[src/rtl/uart_arb_pkg.sv]
// Shared types and constants for the uart transmit arbiter.
// State encoding, tag base character and grant-index width helper.
package uart_arb_pkg;

    typedef enum logic [2:0] {
        S_IDLE = 3'd0,
        S_TAG  = 3'd1,
        S_SEND = 3'd2,
        S_WAIT = 3'd3
    } state_t;

    localparam logic [7:0] TAG_BASE = 8'h30;

    // Index width for n clients; a single client still gets one bit.
    function automatic int grant_w(input int n);
        return (n < 3) ? 1 : $clog2(n);
    endfunction

endpackage

[src/rtl/uart_rr_pick.sv]
// Round-robin picker: lowest valid index at or after ptr, else the lowest
// valid index overall (wrap).
module uart_rr_pick #(
    parameter int N = 4,
    parameter int W = 2
) (
    input  logic [N-1:0] valid,
    input  logic [W-1:0] ptr,
    output logic         found,
    output logic [W-1:0] idx
);

    logic [N-1:0] upper_s;
    logic [W-1:0] upper_idx_s;
    logic [W-1:0] any_idx_s;

    // Masked and unmasked priority searches, lowest index wins in each
    always_comb begin
        upper_s     = {N{1'b0}};
        upper_idx_s = {W{1'b0}};
        any_idx_s   = {W{1'b0}};
        for (int i = 0; i < N; i++) begin
            upper_s[i] = valid[i] & (i >= int'(ptr));
        end
        for (int i = N - 1; i >= 0; i--) begin
            upper_idx_s = upper_s[i] ? W'(i) : upper_idx_s;
            any_idx_s   = valid[i]   ? W'(i) : any_idx_s;
        end
        found = |valid;
        idx   = (|upper_s) ? upper_idx_s : any_idx_s;
    end

endmodule

[src/rtl/uart_tx_arbiter.sv]
// Round-robin arbiter with packet lock sharing one uart byte channel.
// Define UART_ARB_TAG_EN to prefix every packet with an ASCII client tag byte.
module uart_tx_arbiter
    import uart_arb_pkg::*;
#(
    parameter int  NUM_REQ = 4,
    parameter int  GAP_MAX = 65535,
    localparam int GRANT_W = grant_w(NUM_REQ)
) (
    input  logic                   clk,
    input  logic                   rst_n,
    input  logic [NUM_REQ-1:0]     req_valid,
    input  logic [NUM_REQ*8-1:0]   req_data,
    input  logic [NUM_REQ-1:0]     req_last,
    output logic [NUM_REQ-1:0]     req_ready,
    output logic                   enable_tx,
    output logic [7:0]             tx_data,
    input  logic                   tx_done,
    output logic [GRANT_W-1:0]     grant_id,
    output logic                   busy
);

    // The counter only needs to hold 0..GAP_MAX-1; release fires on the last value.
    localparam int                 GAP_W    = (GAP_MAX < 2) ? 1 : $clog2(GAP_MAX);
    localparam logic [GAP_W-1:0]   GAP_LAST = GAP_W'(GAP_MAX - 1);
    localparam logic [GRANT_W-1:0] LAST_ID  = GRANT_W'(NUM_REQ - 1);

    state_t               state_r;
    logic [GRANT_W-1:0]   grant_r;
    logic [GRANT_W-1:0]   ptr_r;
    logic [7:0]           tx_data_r;
    logic                 enable_tx_r;
    logic                 last_r;
    logic                 busy_r;
    logic [NUM_REQ-1:0]   req_ready_r;
    logic [GAP_W-1:0]     gap_cnt_r;

    logic                 pick_found_s;
    logic [GRANT_W-1:0]   pick_idx_s;
    logic                 grant_valid_s;
    logic                 grant_last_s;
    logic [7:0]           grant_data_s;
    logic [GRANT_W-1:0]   next_ptr_s;

    uart_rr_pick #(
        .N (NUM_REQ),
        .W (GRANT_W)
    ) u_pick (
        .valid (req_valid),
        .ptr   (ptr_r),
        .found (pick_found_s),
        .idx   (pick_idx_s)
    );

    assign grant_valid_s = req_valid[grant_r];
    assign grant_last_s  = req_last[grant_r];
    assign grant_data_s  = req_data[{grant_r, 3'b000} +: 8];
    // Finished (or evicted) client drops to lowest priority.
    assign next_ptr_s    = (grant_r == LAST_ID) ? {GRANT_W{1'b0}} : grant_r + GRANT_W'(1'b1);

    // Arbitration, packet lock, byte hand-off to the uart and gap watchdog
    always_ff @(posedge clk or negedge rst_n) begin
        if (!rst_n) begin
            state_r     <= S_IDLE;
            grant_r     <= {GRANT_W{1'b0}};
            ptr_r       <= {GRANT_W{1'b0}};
            tx_data_r   <= 8'h00;
            enable_tx_r <= 1'b0;
            last_r      <= 1'b0;
            busy_r      <= 1'b0;
            req_ready_r <= {NUM_REQ{1'b0}};
            gap_cnt_r   <= {GAP_W{1'b0}};
        end else begin
            enable_tx_r <= 1'b0;
            case (state_r)
                S_IDLE: begin
                    if (pick_found_s) begin
                        grant_r <= pick_idx_s;
                        busy_r  <= 1'b1;
`ifdef UART_ARB_TAG_EN
                        tx_data_r   <= TAG_BASE + 8'(pick_idx_s);
                        enable_tx_r <= 1'b1;
                        state_r     <= S_TAG;
`else
                        req_ready_r <= NUM_REQ'(1'b1) << pick_idx_s;
                        gap_cnt_r   <= {GAP_W{1'b0}};
                        state_r     <= S_SEND;
`endif
                    end else begin
                        busy_r <= 1'b0;
                    end
                end
`ifdef UART_ARB_TAG_EN
                S_TAG: begin
                    if (tx_done) begin
                        req_ready_r <= NUM_REQ'(1'b1) << grant_r;
                        gap_cnt_r   <= {GAP_W{1'b0}};
                        state_r     <= S_SEND;
                    end else begin
                        state_r <= S_TAG;
                    end
                end
`endif
                S_SEND: begin
                    if (grant_valid_s) begin
                        tx_data_r   <= grant_data_s;
                        last_r      <= grant_last_s;
                        enable_tx_r <= 1'b1;
                        req_ready_r <= {NUM_REQ{1'b0}};
                        state_r     <= S_WAIT;
                    end else if (gap_cnt_r == GAP_LAST) begin
                        req_ready_r <= {NUM_REQ{1'b0}};
                        ptr_r       <= next_ptr_s;
                        busy_r      <= 1'b0;
                        state_r     <= S_IDLE;
                    end else begin
                        gap_cnt_r <= gap_cnt_r + GAP_W'(1'b1);
                    end
                end
                S_WAIT: begin
                    if (tx_done && last_r) begin
                        ptr_r   <= next_ptr_s;
                        busy_r  <= 1'b0;
                        state_r <= S_IDLE;
                    end else if (tx_done) begin
                        req_ready_r <= NUM_REQ'(1'b1) << grant_r;
                        gap_cnt_r   <= {GAP_W{1'b0}};
                        state_r     <= S_SEND;
                    end else begin
                        state_r <= S_WAIT;
                    end
                end
                default: begin
                    req_ready_r <= {NUM_REQ{1'b0}};
                    busy_r      <= 1'b0;
                    state_r     <= S_IDLE;
                end
            endcase
        end
    end

    assign req_ready = req_ready_r;
    assign enable_tx = enable_tx_r;
    assign tx_data   = tx_data_r;
    assign grant_id  = grant_r;
    assign busy      = busy_r;

endmodule

[config.mk]
export PLATFORM = sky130hd
export DESIGN_NAME = uart_tx_arbiter
export DESIGN_NICKNAME = d
export VERILOG_FILES = /design/src/rtl/uart_arb_pkg.sv /design/src/rtl/uart_rr_pick.sv /design/src/rtl/uart_tx_arbiter.sv
export SDC_FILE = /design/constraint.sdc
export NUM_CORES = 1
export LEC_CHECK = 0
export CORE_MARGIN = 3
export CORE_UTILIZATION = 40
export CTS_CLUSTER_DIAMETER = 100
export DETAILED_ROUTE_END_ITERATION = 8
export GPL_TIMING_DRIVEN = 1
export PLACE_DENSITY = 0.67
export SYNTH_ARGS = -nofsm -noshare
export SYNTH_HDL_FRONTEND = slang
export SYNTH_SLANG_ARGS = --single-unit
[constraint.sdc]
create_clock -name clk -period 3.2 [get_ports clk]
set_clock_uncertainty 0.15 [all_clocks]
set_input_delay 0.8 -clock clk [delete_from_list [all_inputs] [get_ports clk]]
set_output_delay 0.8 -clock clk [all_outputs]
set_load 0.02 [all_outputs]
Word-level counts from Yosys, hierarchy flattened --
Cells that the tools add are included. W data, S select, Z words.
Word-level totals: word-level logic and storage cells 88, bits in registers 38, input bits 43
Operators by class: equal/unequal tests 12, $add $sub $neg 2, order comparisons 4, reduce and logical (&&, ||, !) cells 13, bitwise logic cells 3, shift operators 3, multiplexer cells 42
Operators by type and width (number):
- $mux W16 | 5
- $pmux W16 S3 | 1
- $shiftx A32 B6 Y8 | 1
- $mux W2 | 13
- $mux W4 | 5
- $add A16 B1 Y16 const B | 1
- $eq A16 B16 Y1 const B | 1
- $ne A2 B2 Y1 const B | 7
- $pmux W4 S3 | 1
- $mux W1 | 9
- $mux W3 | 3
- $pmux W3 S3 | 1
- $reduce_and A4 Y1 | 2
- $reduce_or A4 Y1 | 2
- $shl A1 B2 Y4 const A | 2
- $eq A3 B2 Y1 const B | 2
- $reduce_and A2 Y1 | 3
- $reduce_and A6 Y1 | 1
- $bmux W1 S2 | 2
- $ge A1 B2 Y1 const A | 2
- $pmux W2 S2 | 1
- $and A1 B1 Y1 | 3
- $logic_not A3 Y1 | 1
- $lt A2 B3 Y1 const B | 1
- other kinds (9) | 9

Logic depth before layout (Yosys ltp) --
word-level depth 9, gate-level depth with buffers 9, mapped depth without buffers 7

Hierarchy --
Synthesis repeated with hierarchy kept, for this count alone.
Second synthesis, totals: cells, all modules 219, area total of the unflattened synthesis 2299.7 um^2
Modules (own cells, without submodules):
- uart_tx_arbiter | area an instance 2222.1 um^2, times used 1, cells each 206, sequential area each 925.9 um^2
- uart_rr_pick | area an instance 77.6 um^2, times used 1, cells each 13, sequential area each 0.0 um^2

Least setup slack after synthesis --
Ideal clock, no wire load.
path type input-to-reg, start point in req_valid[1], end point reg gap_cnt_r[7], cell stages on the path 5, setup time 0.078 ns, arrival time 2.242 ns, setup slack 0.730 ns, buffers on the path 0, path through mux2i_2 o2bb2ai_1 or4_4 or4_1 a21oi_1
Between the ends: longest elaborated chain between the ends 4, elaborated cells on any way between the ends 6
RTL lines:
- start, declared | RTL line uart_tx_arbiter.sv:12 | input logic [NUM_REQ-1:0] req_valid,
- $bmux W1 S2 | RTL line uart_tx_arbiter.sv:55 | assign grant_valid_s = req_valid[grant_r];
- $mux W1 (implied by the code) | RTL line uart_tx_arbiter.sv:55
- $ne A2 B2 Y1 (no line)
- $reduce_and A6 Y1 (no line) (*)
- end signal, assigned | RTL line uart_tx_arbiter.sv:72 | gap_cnt_r <= {GAP_W{1'b0}};
- end signal, assigned | RTL line uart_tx_arbiter.sv:86 | gap_cnt_r <= {GAP_W{1'b0}};
- end signal, assigned | RTL line uart_tx_arbiter.sv:117 | gap_cnt_r <= gap_cnt_r + GAP_W'(1'b1);
- end, declared | RTL line uart_tx_arbiter.sv:36 | logic [GAP_W-1:0] gap_cnt_r;
Mark *: on every way between the ends. The rest lies on a longest branch, timed or not. The select of a mux whose other input is x is not followed. A chain may end at the register's enable or synchronous reset.

Worst setup path in the final report --
start point in req_valid[3], end point reg gap_cnt_r[7]
The elaborated chain is that of the path after synthesis.

==> out/metrics.cfg <==
[pwr]
leakagePower_nw=1.19
ir_drop_v=0.000569
powerDensity_nw_per_um2=765

[route]
drt-wirelength-per-cell_um=15.8
post_drt_via_cell_ratio=5.67
final_antenna_net_count=0
dr_total_vias=2047
drt-total-wl_um=5720
drt_iter0_drc=108
dr.pass1.iters=4
drc=0

[floorplan]
rows=27
core_um2=5610
die_x_um=82.9
dieArea_um2=6870
die_h_um=82.9
ios=59
start_util=0.421

[logic_synthesis]
synth_common_cells=dfrtp_1 (37), nand2_1 (20), a21oi_1 (18)
synth_seq_cells=37
ys_types=48
synth.most_common_cell=dfrtp_1
synth_flop_cell=dfrtp_1
synth_edf_count=0
synthCells=227
yosys_warnings=0
yosysTopAreaCell=dfrtp_1
netlist.area_leader.share=0.392
ys_seq_area_frac=0.392
synthesis.nets=277
synthTopCellsByArea=dfrtp_1 (39%), mux4_2 (7.6%), mux2_2 (7.1%)
ys_async_sr_fraction=1.00
synth.avg_cell_area_um2=10.4
syn-cell-area_um2=2360

[setup_path]
cp-end-kind=flop
rr_worst_depth=7
crit_slowest_cell=clkdlybuf4s50_1
slowest_delay_ns=0.61
critPathMaxFanout=6
worstSetupPathType=in2reg
cp_num_buf_inv=1
path_cells=clkdlybuf4s50_1 > nor4_1 > o2bb2ai_1 > or4_4 > or4_1 > a21oi_1
path_depth=6
crit_family=simple AND/OR/NAND/NOR gates
crit_required_ns=3.27
startpoint_type=primary input
critical_path_arrival_ns=2.91

[finish]
nets=338
syn2layout_area_growth_pct=31.0
final_cells=361
fin_util=0.552
diodes=0
drive_gt1_frac=0.142

[cts]
ctsHoldBuffers=0
postCtsSetupRepairBufs=0
cts_made_buffers=5
cts_tree=yes
post_cts_resize_count=0
clock_path_buffers=2
clk_pin_slew_worst_paths_ns=0.07
cts-htree-levels=2
cts.sinks=37
insertion_delay_ns=0.29
clock-root-buffer=clkbuf_8

[grt]
first_global_vias=1960
antenna_found_initial=0
grt_pass1_wl_um=9480
grt_max_degree=38
globalRoute.totalOverflow=0
grt_util_all_layers=0.169

[placed_design]
dp_hpwl_um=4430
portBuffers=58
gp_congestion=0.804
post-place-cells=353

[hold_path]
holdPathStages=1
hp-class=reg2reg

[sta]
maxSlewHeadroom=0.456
hold_viol=0
fmax_ghz=0.352
worst_pin_slew_ns=0.816
min_period_over_period=0.888
slew_violations=0
setup_violations=0
rsz0062_at_grt=no
fin_tns_setup_ns=0
min_period_ns=2.84

[flow_run]
maxCapViolations=0

[outcome]
status=complete, no violations

cells by family after synthesis:
group,after synthesis,synth area share
compound gates,55,0.153
flops,37,0.392
mux,30,0.191
simple gates,80,0.192
buf+inv,18,0.0355
fa+ha+maj,7,0.0371
sequential cells by signal, summed over array words and instances, names as in the netlist:
| register | cells |
|---|---|
| state_r | 2 |
| gap_cnt_r | 16 |
| tx_data | 8 |
| last_r | 1 |
| ptr_r | 2 |
| busy | 1 |
| grant_id | 2 |
| req_ready | 4 |
| enable_tx | 1 |
cell usage in the layout (no fill, tap or decap), drive strengths merged, types with 5 or more instances in the layout:
cell type      netlist  routed
clkbuf               6       8
mux2i                6       6
clkdlybuf4s50        0      57
mux2                15      15
dfrtp               37      37
or4                 10      10
nor3                 5       5
a21oi               18      18
o21ai               10      10
nand3                5       5
nand4                6       6
nand2               20      20
ha                   7       7
inv                  9       9
o31ai               11      11
buf                  3       6
nor2                 7       7
or3                  7       7
mux4                 9       9
final timing paths:
kind,start,to,slack (ns)
min in group asynchronous,rst_n,gap_cnt_r[14],0.44
min reg2reg,tx_data[4],tx_data[4],0.36
max reg2reg,state_r[0],gap_cnt_r[7],0.59
min,tx_data[4],tx_data[4],0.36
max in group asynchronous,rst_n,ptr_r[0],1.93
max,req_valid[3],gap_cnt_r[7],0.36
layer usage:
metal	track usage	vias up	share of wire	wire, µm
met4	0.0565	0	0.020	117
li1	-	1004	-	-
met2	0.297	38	0.52	2950
met1	0.207	997	0.43	2460
met3	0.0347	8	0.034	196
met5	0	-	0	0
power by group:
part	switching, mW	total [mW]	internal (mW)	leakage (nW)
clock	0.161	0.316	0.155	0.0395
combinational	0.626	1.30	0.673	0.673
sequential	0.145	0.753	0.608	0.480
total	0.932	2.37	1.44	1.19
area by class of cell:
cell class                      instances  area [µm²]
Inverter                                9        33.8
Multi-Input combinational cell        172        1350
Fill cell                             551        2510
Sequential cell                        37         926
Timing Repair Buffer                   63         613
Tap cell                               72        90.1
Clock buffer                            8        80.1
through the flow:
stage / setup WS (ns) / hold slack [ns] / power (mW) / instance area [µm²]
3_5_place_dp: 0.0468 / 0.344 / 2.07 / 3020
5_1_grt: 0.251 / 0.372 / 2.54 / 3100
6_report: 0.359 / 0.359 / 2.37 / 3100
2_1_floorplan: 0.730 / 0.320 / 1.62 / 2360
3_3_place_gp: 0.100 / 0.338 / 2.04 / 3020
4_1_cts: 0.372 / 0.361 / 2.39 / 3100
worst reg2reg max path: cells and delay by family, from the launching register on:
kind	cells	cell delay, ns
compound gates	2	0.26
buf+inv	1	0.11
fa+ha+maj	1	0.38
simple gates	3	1.21
flops	1	0.43
(Power assumes the default switching activity.)
